==> src/rtl/axil_pkg.sv <==
// Shared AXI-Lite register bank definitions: response codes, address
// classification and the byte-lane write merge.
package axil_pkg;

  localparam logic [1:0] RESP_OKAY   = 2'b00;
  localparam logic [1:0] RESP_SLVERR = 2'b10;
  localparam logic [1:0] RESP_DECERR = 2'b11;

  typedef enum logic [1:0] {SEL_RW, SEL_RO, SEL_NONE} reg_sel_e;

  function automatic reg_sel_e decode(input logic [31:0] addr,
                                      input int unsigned num_rw,
                                      input int unsigned num_ro);
    logic [31:0] idx;
    idx = addr >> 2;
    if (idx < num_rw) return SEL_RW;
    if (idx < num_rw + num_ro) return SEL_RO;
    return SEL_NONE;
  endfunction

  function automatic logic [31:0] merge_bytes(input logic [31:0] old_word,
                                              input logic [31:0] new_word,
                                              input logic [3:0]  strb);
    logic [31:0] res;
    for (int b = 0; b < 4; b++)
      res[8*b +: 8] = strb[b] ? new_word[8*b +: 8] : old_word[8*b +: 8];
    return res;
  endfunction

endpackage

==> src/rtl/axi_lite.sv <==
// AXI-Lite bus bundle shared between the host-side master and slave blocks.
interface axi_lite #(
  parameter int DATA_WIDTH = 32,
  parameter int ADDR_WIDTH = 32,
  parameter int CHANNEL    = 1
);
  logic                    awvalid;
  logic                    awready;
  logic [ADDR_WIDTH-1:0]   awaddr;
  logic [2:0]              awprot;
  logic                    wvalid;
  logic                    wready;
  logic [DATA_WIDTH-1:0]   wdata;
  logic [DATA_WIDTH/8-1:0] wstrb;
  logic                    bvalid;
  logic                    bready;
  logic [1:0]              bresp;
  logic                    arvalid;
  logic                    arready;
  logic [ADDR_WIDTH-1:0]   araddr;
  logic [2:0]              arprot;
  logic                    rvalid;
  logic                    rready;
  logic [DATA_WIDTH-1:0]   rdata;
  logic [1:0]              rresp;

  modport master (
    output awvalid, awaddr, awprot, wvalid, wdata, wstrb, bready,
           arvalid, araddr, arprot, rready,
    input  awready, wready, bvalid, bresp, arready, rvalid, rdata, rresp
  );

  modport slave (
    input  awvalid, awaddr, awprot, wvalid, wdata, wstrb, bready,
           arvalid, araddr, arprot, rready,
    output awready, wready, bvalid, bresp, arready, rvalid, rdata, rresp
  );
endinterface

==> src/rtl/axil_reg_bank.sv <==
// AXI-Lite slave exposing NUM_RW control words and NUM_RO sampled status words.
// Write and read channels run independently, one outstanding transaction each.
module axil_reg_bank
  import axil_pkg::*;
#(
  parameter int unsigned          NUM_RW = 8,
  parameter int unsigned          NUM_RO = 8,
  parameter logic [NUM_RW*32-1:0] RW_RST = '0
) (
  input  logic                 clk,
  input  logic                 rst_n,
  axi_lite.slave               s_axil,
  output logic [NUM_RW*32-1:0] ctrl_o,
  output logic [NUM_RW-1:0]    wr_pulse_o,
  input  logic [NUM_RO*32-1:0] stat_i
);

  logic                 aw_held, w_held;
  logic [31:0]          awaddr_q, wdata_q;
  logic [3:0]           wstrb_q;
  logic                 bvalid_q, rvalid_q;
  logic [1:0]           bresp_q, rresp_q;
  logic [31:0]          rdata_q;
  logic [NUM_RW*32-1:0] ctrl_q;
  logic [NUM_RW-1:0]    pulse_q;

  logic        awready, wready, arready;
  logic        aw_hs, w_hs, ar_hs, commit;
  reg_sel_e    wsel, rsel;
  logic [31:0] widx, ridx, rd_word;
  logic [1:0]  wr_resp, rd_resp;

  assign awready = !aw_held && !bvalid_q;
  assign wready  = !w_held && !bvalid_q;
  assign arready = !rvalid_q;

  assign aw_hs  = s_axil.awvalid && awready;
  assign w_hs   = s_axil.wvalid && wready;
  assign ar_hs  = s_axil.arvalid && arready;
  assign commit = aw_held && w_held;

  assign widx = awaddr_q >> 2;
  assign ridx = s_axil.araddr >> 2;
  assign wsel = decode(awaddr_q, NUM_RW, NUM_RO);
  assign rsel = decode(s_axil.araddr, NUM_RW, NUM_RO);

  always_comb begin
    wr_resp = RESP_DECERR;
    case (wsel)
      SEL_RW:  wr_resp = RESP_OKAY;
      SEL_RO:  wr_resp = RESP_SLVERR;
      default: wr_resp = RESP_DECERR;
    endcase
  end

  // Out-of-range reads fall through both loops and return zero.
  always_comb begin
    rd_word = '0;
    rd_resp = (rsel == SEL_NONE) ? RESP_DECERR : RESP_OKAY;
    for (int i = 0; i < NUM_RW; i++)
      if (ridx == 32'(i)) rd_word = ctrl_q[32*i +: 32];
    for (int j = 0; j < NUM_RO; j++)
      if (ridx == NUM_RW + 32'(j)) rd_word = stat_i[32*j +: 32];
  end

  always_ff @(posedge clk or negedge rst_n) begin
    if (!rst_n) begin
      aw_held  <= 1'b0;
      w_held   <= 1'b0;
      awaddr_q <= '0;
      wdata_q  <= '0;
      wstrb_q  <= '0;
      bvalid_q <= 1'b0;
      bresp_q  <= RESP_OKAY;
      ctrl_q   <= RW_RST;
      pulse_q  <= '0;
    end else begin
      pulse_q <= '0;
      if (commit) begin
        aw_held  <= 1'b0;
        w_held   <= 1'b0;
        bvalid_q <= 1'b1;
        bresp_q  <= wr_resp;
        for (int i = 0; i < NUM_RW; i++) begin
          if (wsel == SEL_RW && widx == 32'(i)) begin
            ctrl_q[32*i +: 32] <= merge_bytes(ctrl_q[32*i +: 32], wdata_q, wstrb_q);
            pulse_q[i]         <= 1'b1;
          end
        end
      end else begin
        if (aw_hs) begin
          aw_held  <= 1'b1;
          awaddr_q <= s_axil.awaddr;
        end
        if (w_hs) begin
          w_held  <= 1'b1;
          wdata_q <= s_axil.wdata;
          wstrb_q <= s_axil.wstrb;
        end
        if (bvalid_q && s_axil.bready) bvalid_q <= 1'b0;
      end
    end
  end

  always_ff @(posedge clk or negedge rst_n) begin
    if (!rst_n) begin
      rvalid_q <= 1'b0;
      rdata_q  <= '0;
      rresp_q  <= RESP_OKAY;
    end else if (ar_hs) begin
      rvalid_q <= 1'b1;
      rdata_q  <= rd_word;
      rresp_q  <= rd_resp;
    end else if (rvalid_q && s_axil.rready) begin
      rvalid_q <= 1'b0;
    end
  end

  assign s_axil.awready = awready;
  assign s_axil.wready  = wready;
  assign s_axil.arready = arready;
  assign s_axil.bvalid  = bvalid_q;
  assign s_axil.bresp   = bresp_q;
  assign s_axil.rvalid  = rvalid_q;
  assign s_axil.rdata   = rdata_q;
  assign s_axil.rresp   = rresp_q;
  assign ctrl_o         = ctrl_q;
  assign wr_pulse_o     = pulse_q;

endmodule

==> src/flat_wrapper.sv <==
// flat-port wrapper written by rule: the top's interface ports become plain ports
module axil_reg_bank_flat import axil_pkg::*;
#(
  parameter int unsigned          NUM_RW = 8,
  parameter int unsigned          NUM_RO = 8,
  parameter logic [NUM_RW*32-1:0] RW_RST = '0
)
  (clk, rst_n, ctrl_o, wr_pulse_o, stat_i, s_axil_awvalid, s_axil_awaddr, s_axil_awprot, s_axil_wvalid, s_axil_wdata, s_axil_wstrb, s_axil_bready, s_axil_arvalid, s_axil_araddr, s_axil_arprot, s_axil_rready, s_axil_awready, s_axil_wready, s_axil_bvalid, s_axil_bresp, s_axil_arready, s_axil_rvalid, s_axil_rdata, s_axil_rresp);
  axi_lite #(.DATA_WIDTH(32), .CHANNEL(1)) s_axil_i ();
  input  logic clk;
  input  logic rst_n;
  output logic [NUM_RW*32-1:0] ctrl_o;
  output logic [NUM_RW-1:0] wr_pulse_o;
  input  logic [NUM_RO*32-1:0] stat_i;
  input wire logic [$bits(s_axil_i.awvalid)-1:0] s_axil_awvalid;
  input wire logic [$bits(s_axil_i.awaddr)-1:0] s_axil_awaddr;
  input wire logic [$bits(s_axil_i.awprot)-1:0] s_axil_awprot;
  input wire logic [$bits(s_axil_i.wvalid)-1:0] s_axil_wvalid;
  input wire logic [$bits(s_axil_i.wdata)-1:0] s_axil_wdata;
  input wire logic [$bits(s_axil_i.wstrb)-1:0] s_axil_wstrb;
  input wire logic [$bits(s_axil_i.bready)-1:0] s_axil_bready;
  input wire logic [$bits(s_axil_i.arvalid)-1:0] s_axil_arvalid;
  input wire logic [$bits(s_axil_i.araddr)-1:0] s_axil_araddr;
  input wire logic [$bits(s_axil_i.arprot)-1:0] s_axil_arprot;
  input wire logic [$bits(s_axil_i.rready)-1:0] s_axil_rready;
  output wire logic [$bits(s_axil_i.awready)-1:0] s_axil_awready;
  output wire logic [$bits(s_axil_i.wready)-1:0] s_axil_wready;
  output wire logic [$bits(s_axil_i.bvalid)-1:0] s_axil_bvalid;
  output wire logic [$bits(s_axil_i.bresp)-1:0] s_axil_bresp;
  output wire logic [$bits(s_axil_i.arready)-1:0] s_axil_arready;
  output wire logic [$bits(s_axil_i.rvalid)-1:0] s_axil_rvalid;
  output wire logic [$bits(s_axil_i.rdata)-1:0] s_axil_rdata;
  output wire logic [$bits(s_axil_i.rresp)-1:0] s_axil_rresp;
  assign s_axil_i.awvalid = s_axil_awvalid;
  assign s_axil_i.awaddr = s_axil_awaddr;
  assign s_axil_i.awprot = s_axil_awprot;
  assign s_axil_i.wvalid = s_axil_wvalid;
  assign s_axil_i.wdata = s_axil_wdata;
  assign s_axil_i.wstrb = s_axil_wstrb;
  assign s_axil_i.bready = s_axil_bready;
  assign s_axil_i.arvalid = s_axil_arvalid;
  assign s_axil_i.araddr = s_axil_araddr;
  assign s_axil_i.arprot = s_axil_arprot;
  assign s_axil_i.rready = s_axil_rready;
  assign s_axil_awready = s_axil_i.awready;
  assign s_axil_wready = s_axil_i.wready;
  assign s_axil_bvalid = s_axil_i.bvalid;
  assign s_axil_bresp = s_axil_i.bresp;
  assign s_axil_arready = s_axil_i.arready;
  assign s_axil_rvalid = s_axil_i.rvalid;
  assign s_axil_rdata = s_axil_i.rdata;
  assign s_axil_rresp = s_axil_i.rresp;
  axil_reg_bank #(.NUM_RW(NUM_RW), .NUM_RO(NUM_RO), .RW_RST(RW_RST)) u_core (.clk(clk), .rst_n(rst_n), .s_axil(s_axil_i), .ctrl_o(ctrl_o), .wr_pulse_o(wr_pulse_o), .stat_i(stat_i));
endmodule
==> config.mk <==
export PLATFORM = sky130hd
export DESIGN_NAME = axil_reg_bank_flat
export DESIGN_NICKNAME = d
export VERILOG_FILES = /design/src/rtl/axil_pkg.sv /design/src/rtl/axi_lite.sv /design/src/rtl/axil_reg_bank.sv /design/src/flat_wrapper.sv
export SDC_FILE = /design/constraint.sdc
export NUM_CORES = 1
export LEC_CHECK = 0
export CORE_AREA = 4 4 259 261
export DETAILED_ROUTE_END_ITERATION = 10
export DIE_AREA = 0 0 263 265
export MAX_ROUTING_LAYER = met4
export PLACE_DENSITY = 0.65
export SETUP_SLACK_MARGIN = 0.4
export SYNTH_ARGS = -nofsm -noshare
export SYNTH_HDL_FRONTEND = slang
export SYNTH_SLANG_ARGS = --single-unit
==> constraint.sdc <==
create_clock -name clk -period 7.1 [get_ports clk]
set_input_delay 1.42 -clock clk [delete_from_list [all_inputs] [get_ports clk]]
set_output_delay 1.42 -clock clk [all_outputs]
set_load 0.02 [all_outputs]
## Word level (Yosys, flattened, before mapping)

Index checks and enable logic that the tools add are counted.

| storage, ports and cells | value |
|---|---|
| flip-flop bits (word level) | 372 |
| input port bits | 369 |
| output and inout port bits | 305 |

| cells by class | value |
|---|---|
| $lt $le $gt $ge | 4 |
| equal/unequal tests | 24 |
| multiplexer cells | 49 |
| bitwise logic cells | 1 |
| reduce and logical (&&, ||, !) cells | 61 |

Operators by type and width:

| operator | number |
|---|---|
| 2-to-1 mux 32 bit | 16 |
| equality test 30 x 3 -> 1 bit (second input constant) | 8 |
| equality test 30 x 4 -> 1 bit (second input constant) | 8 |
| equality test 30 x 2 -> 1 bit (second input constant) | 4 |
| AND reduction 3 bit | 32 |
| logical NOT 32 bit | 2 |
| equality test 30 x 1 -> 1 bit (second input constant) | 2 |
| less-than comparator 30 x 4 -> 1 bit (second input constant) | 2 |
| less-than comparator 30 x 5 -> 1 bit (second input constant) | 2 |
| 2-to-1 mux 1 bit | 22 |
| 2-to-1 mux 2 bit | 9 |
| logical AND 1 bit | 16 |
| 2-to-1 mux 8 bit | 1 |
| nonzero test 2 bit | 4 |
| logical NOT 1 bit | 4 |
| case mux 2 bit (2 select lines) | 1 |
| AND reduction 2 bit | 2 |
| equality test 2 x 1 -> 1 bit (second input constant) | 1 |
| equality test 2 bit (second input constant) | 1 |
| logical NOT 2 bit | 1 |
| NOT 1 bit | 1 |

## Depth between registers and ports, before layout

| depth | value |
|---|---|
| depth after elaboration | 17 |
| depth in mapped cells | 12 |
| mapped depth without buffers | 7 |

## Worst setup path after synthesis

Ideal clock, no wire load.

| timing | value |
|---|---|
| path kind | input -> register |
| from | input port s_axil_araddr[29] |
| to | register u_core.rdata_q[21] (netlist: u_core.s_axil.rdata[21]) |
| library setup time | 119 ps |
| arrival | 3646 ps |
| data required time | 6981 ps |
| path slack | 3336 ps |
| cell stages on the path | 9 |
| cell sequence | or4_4 or4_4 buf_6 or3_1 clkbuf_1 buf_2 o211ai_2 a2111oi_2 o21a_1 |

| between the ends | value |
|---|---|
| longest elaborated chain between the ends | 17 |
| elaborated cells on any way between the ends | 32 |
| those cells by class | 15 x eq/ne; 16 x mux; 1 x reduce/logical |

Ends and longest elaborated chain:

| element | line | text |
|---|---|---|
| start: declaration | flat_wrapper.sv:23 | `input wire logic [$bits(s_axil_i.araddr)-1:0] s_axil_araddr;` |
| logical NOT 32 bit | axil_reg_bank.sv:61 | `if (ridx == 32'(i)) rd_word = ctrl_q[32*i +: 32];` |
| 2-to-1 mux 32 bit (8 in a row) | axil_reg_bank.sv:61 |  |
| 2-to-1 mux 32 bit (7 in a row) | axil_reg_bank.sv:63 | `if (ridx == NUM_RW + 32'(j)) rd_word = stat_i[32*j +: 32];` |
| 2-to-1 mux 32 bit * | axil_reg_bank.sv:63 |  |
| end signal: assignment | axil_reg_bank.sv:112 | `rdata_q <= rd_word;` |
| end: declaration | axil_reg_bank.sv:23 | `logic [31:0] rdata_q;` |

Every way passes the cells marked *; elsewhere a longest branch is shown, timed or not.
A chain may end at the register's enable or synchronous reset.

## Worst setup path in the final report

| timing | value |
|---|---|
| from | input port s_axil_araddr[7] |
| to | register u_core.rdata_q[28] (netlist: u_core.s_axil.rdata[28]) |

The elaborated chain is that of the path after synthesis.

==> results.md <==
- Commonest non-fill, non-tap cell in the layout: clkdlybuf4s50_1
- Synth cell types: 76
- Post-Syn Area: between 15000 and 20000 um2
- CTS H-tree lvls: 2
- Multi-input gate area: 8580 um2
- Max Cap Viol: 0
- Cell Pwr Density: 225 nW/um2
- Final min period: just under 5000 ps
- Register area: 9230 um2
- FMAX: ~0.20 GHz
- CTS Hold Bufs: 0
- Initial antenna violation count: 29
- Vias/cell: 5.65
- Critical path, cell by cell: clkdlybuf4s50_1, or4_1, nor2_2, nand3_1, buf_4, o22ai_1, a22oi_1, o31a_1
- Core area: between 60000 and 70000 um2
- DR WL/cell: roughly 35 um
- Final period utilization: 68.7%
- Num CTS Buffers: 45
- Die area: 69700 um2
- Clock share of power: approximately two fifths
- Critical Path Source Type: input port
- Synthesis-stage register bit count: between 300 and 400
- Synth area leaders: dfrtp_1 (51%), mux2_2 (20%), mux4_2 (2.5%), nand2_1 (2.3%), nor2_1 (2.0%)
- R2R cell count: 7
- Share of cells above drive strength 1: between 20 and 25%
- Synth area leader: dfrtp_1
- Synth Warn #: 0
- P_sw: ~1800 uW
- Crit path DAT: around 5300 ps
- Input/output buffers: 663
- Pint: 4350 uW
- Ys flop type: dfrtp_1
- Synth async-reset ratio: between 90% and 100%
- Post-synth EDFFs: 0
- CP max stage cell: nand3_1
- Final hold vios: 0
- First-pass GRT wire length: around 150000 um
- TritonCTS clock tree: yes
- Drt pass-1 iters: 7
- Largest net degree at the start of global routing: approximately 160
- Switch share: between 20% and 30%
- Finished Layout Cells: 3102
- Hold Path Class: reg -> reg
- Number of global-route vias before repair: between 15000 and 20000
- Synth top area share: 50.7%
- Mapped Cells: 1524
- Static Leak: between 0.01 and 0.015 uW
- Req. time, crit path: ~7600 ps
- Slew Limit Fails: 0
- Setup TNS: 0 ps
- Fill count: ~6100
- Slew HR: 21.4%
- Crit-path max cell delay: 890 ps
- Root Buffer: clkbuf_16
- Setup bufs post-CTS: 0
- Worst setup path category: in -> reg
- Most frequent cells in the layout: clkdlybuf4s50_1 (659), dfrtp_1 (369), mux2_2 (325)
- Gr ovfl total: 0
- Tot GR Track Use: ~30%
- Clk Latency, worst-skew pair: slightly below 600 ps
- Total Routed Length: approximately 110000 um
- Die Y: around 270 um
- RSZ-0062 raised after global routing: false
- Combinational power share: between 10% and 20%
- Avg Cell Area, Syn: approximately 12 um2
- Inst Count DP: ~3000
- Total Nets Final: around 2600
- Seq pwr share: approximately 44%
- IR drop worst, VDD: between 0.2 and 0.25 mV
- Post-synthesis sequential area ratio: 50.7%
- Die X: approximately 260 um
- Clock sinks: 369
- Drt initial violations: 1745
- Worst slew pin tran: between 1000 and 1500 ps
- Hold depth: 1
- GP Congestion: between 0.9 and 1
- Status: complete, no violations
- Initial Util: between 20% and 30%
- Detail Route Antenna Nets: 0
- Crit path capture type: flip-flop
- Final setup fails: 0
- # rows: just over 90
- Worst clock skew: around 20 ps
- Critical Path Fanout Max: 20
- Final HPWL DP: between 80000 and 90000 um
- Syn Nets: 1893
- I/O pin cnt: about 670
- Clk pin slew, worst setup/hold paths: approximately 60 ps
- Drc violations: 0
- Clock buffer depth: 3
- Area Overhead vs Synth: 51.1%
- Cts repair resizes: 0
- Vias: 17500
-- critical path, delay by kind of cell --
family	cells	cell delay (ps)
AOI/OAI and AO/OA	3	520
and+or+nand+nor	3	2490
buffers and inverters	2	880
-- synthesized netlist by cell type (4+ instances only) --
cell type / n
or4_1: 4
nand4_1: 10
or3_1: 10
o21ai_0: 49
nor2_1: 95
a22oi_1: 30
dfrtp_1: 369
o2111ai_1: 4
buf_4: 4
a32oi_1: 5
nand3_1: 27
o31ai_1: 11
a221o_1: 6
and3_1: 7
nand2_1: 113
o221ai_1: 26
clkbuf_1: 56
mux4_2: 20
a21oi_1: 69
o21a_1: 5
mux2i_1: 27
nor4_1: 17
a311o_1: 7
o22a_1: 4
a31oi_1: 12
buf_1: 7
nand2_2: 5
buf_2: 25
mux2_2: 325
nor3_1: 9
o22ai_1: 27
inv_1: 5
nor3_2: 9
a222oi_1: 14
o31a_1: 8
a221oi_1: 21
o211ai_1: 15
-- area by class of cell --
class | count | area share (%)
Multi-Input combinational cell | 1056 | 31.2
Timing Repair Buffer | 712 | 25.5
Antenna cell | 25 | 0.228
Sequential cell | 369 | 33.6
Clock buffer | 64 | 4.80
Inverter | 6 | 0.0819
Clock inverter | 15 | 0.701
Tap cell | 855 | 3.89
-- path summary, 6_finish.rpt --
kind                                           from                 endpoint  slack [ps]
worst min-delay path            u_core.awaddr_q[13]      u_core.awaddr_q[13]         510
min in group asynchronous                     rst_n        u_core.wdata_q[4]         820
max in group asynchronous                     rst_n       u_core.ctrl_o[179]        4820
worst max register to register  u_core.awaddr_q[18]       u_core.ctrl_o[236]        2830
worst min register to register  u_core.awaddr_q[13]      u_core.awaddr_q[13]         510
worst max-delay path               s_axil_araddr[7]  u_core.s_axil.rdata[28]        2220
-- power by group through the flow --
stage / Clock [uW] / Sequential (uW) / Combinational (uW)
after global routing: 2520 / 2800 / 1110
final: 2400 / 2750 / 1050
after floorplan: 0 / 2640 / 501
after CTS: 2440 / 2750 / 1060
after detailed placement: 0 / 2780 / 1050
after global placement: 0 / 2760 / 1030
-- registers in the layout, indices dropped and copies added (netlist names) --
register and flops:
u_core.aw_held 1, u_core.awaddr_q 30, u_core.ctrl_o 256, u_core.s_axil.bresp 2, u_core.s_axil.bvalid 1, u_core.s_axil.rdata 32, u_core.s_axil.rresp 1, u_core.s_axil.rvalid 1
u_core.w_held 1, u_core.wdata_q 32, u_core.wr_pulse_o 8, u_core.wstrb_q 4
-- stage by stage --
stage / power [uW] / utilization [%] / hold WS [ps] / cell area (um2) / setup slack (ps)
floorplan: 3150 / - / 481 / 18200 / 3340
global placement: 3790 / 40.2 / 476 / 25900 / 1710
detailed placement: 3830 / 40.2 / 496 / 25900 / 1680
CTS: 6240 / 42.6 / 510 / 27400 / 2290
global route: 6420 / 42.6 / 526 / 27500 / 2100
finish: 6200 / 42.7 / 509 / 27500 / 2220
-- metal layers --
| layer | global-route usage [%] | wire (um) |
|---|---|---|
| met5 | - | 0 |
| met4 | 9.44 | 3540 |
| met3 | 9.63 | 10500 |
| met2 | 48.2 | 50800 |
| met1 | 37.2 | 42400 |
-- kinds of logic (layout without fill, tap and decap cells) --
family / after synthesis / after routing / synth area share, %
other: 0 / 25 / 0
flip-flops: 369 / 369 / 50.7
AO/OA/AOI/OAI: 352 / 352 / 13.8
buffers and inverters: 99 / 797 / 2.34
AND/OR/NAND/NOR: 332 / 332 / 9.09
multiplexers: 372 / 372 / 24.1
Note: power is estimated with default switching activity, not from simulation.
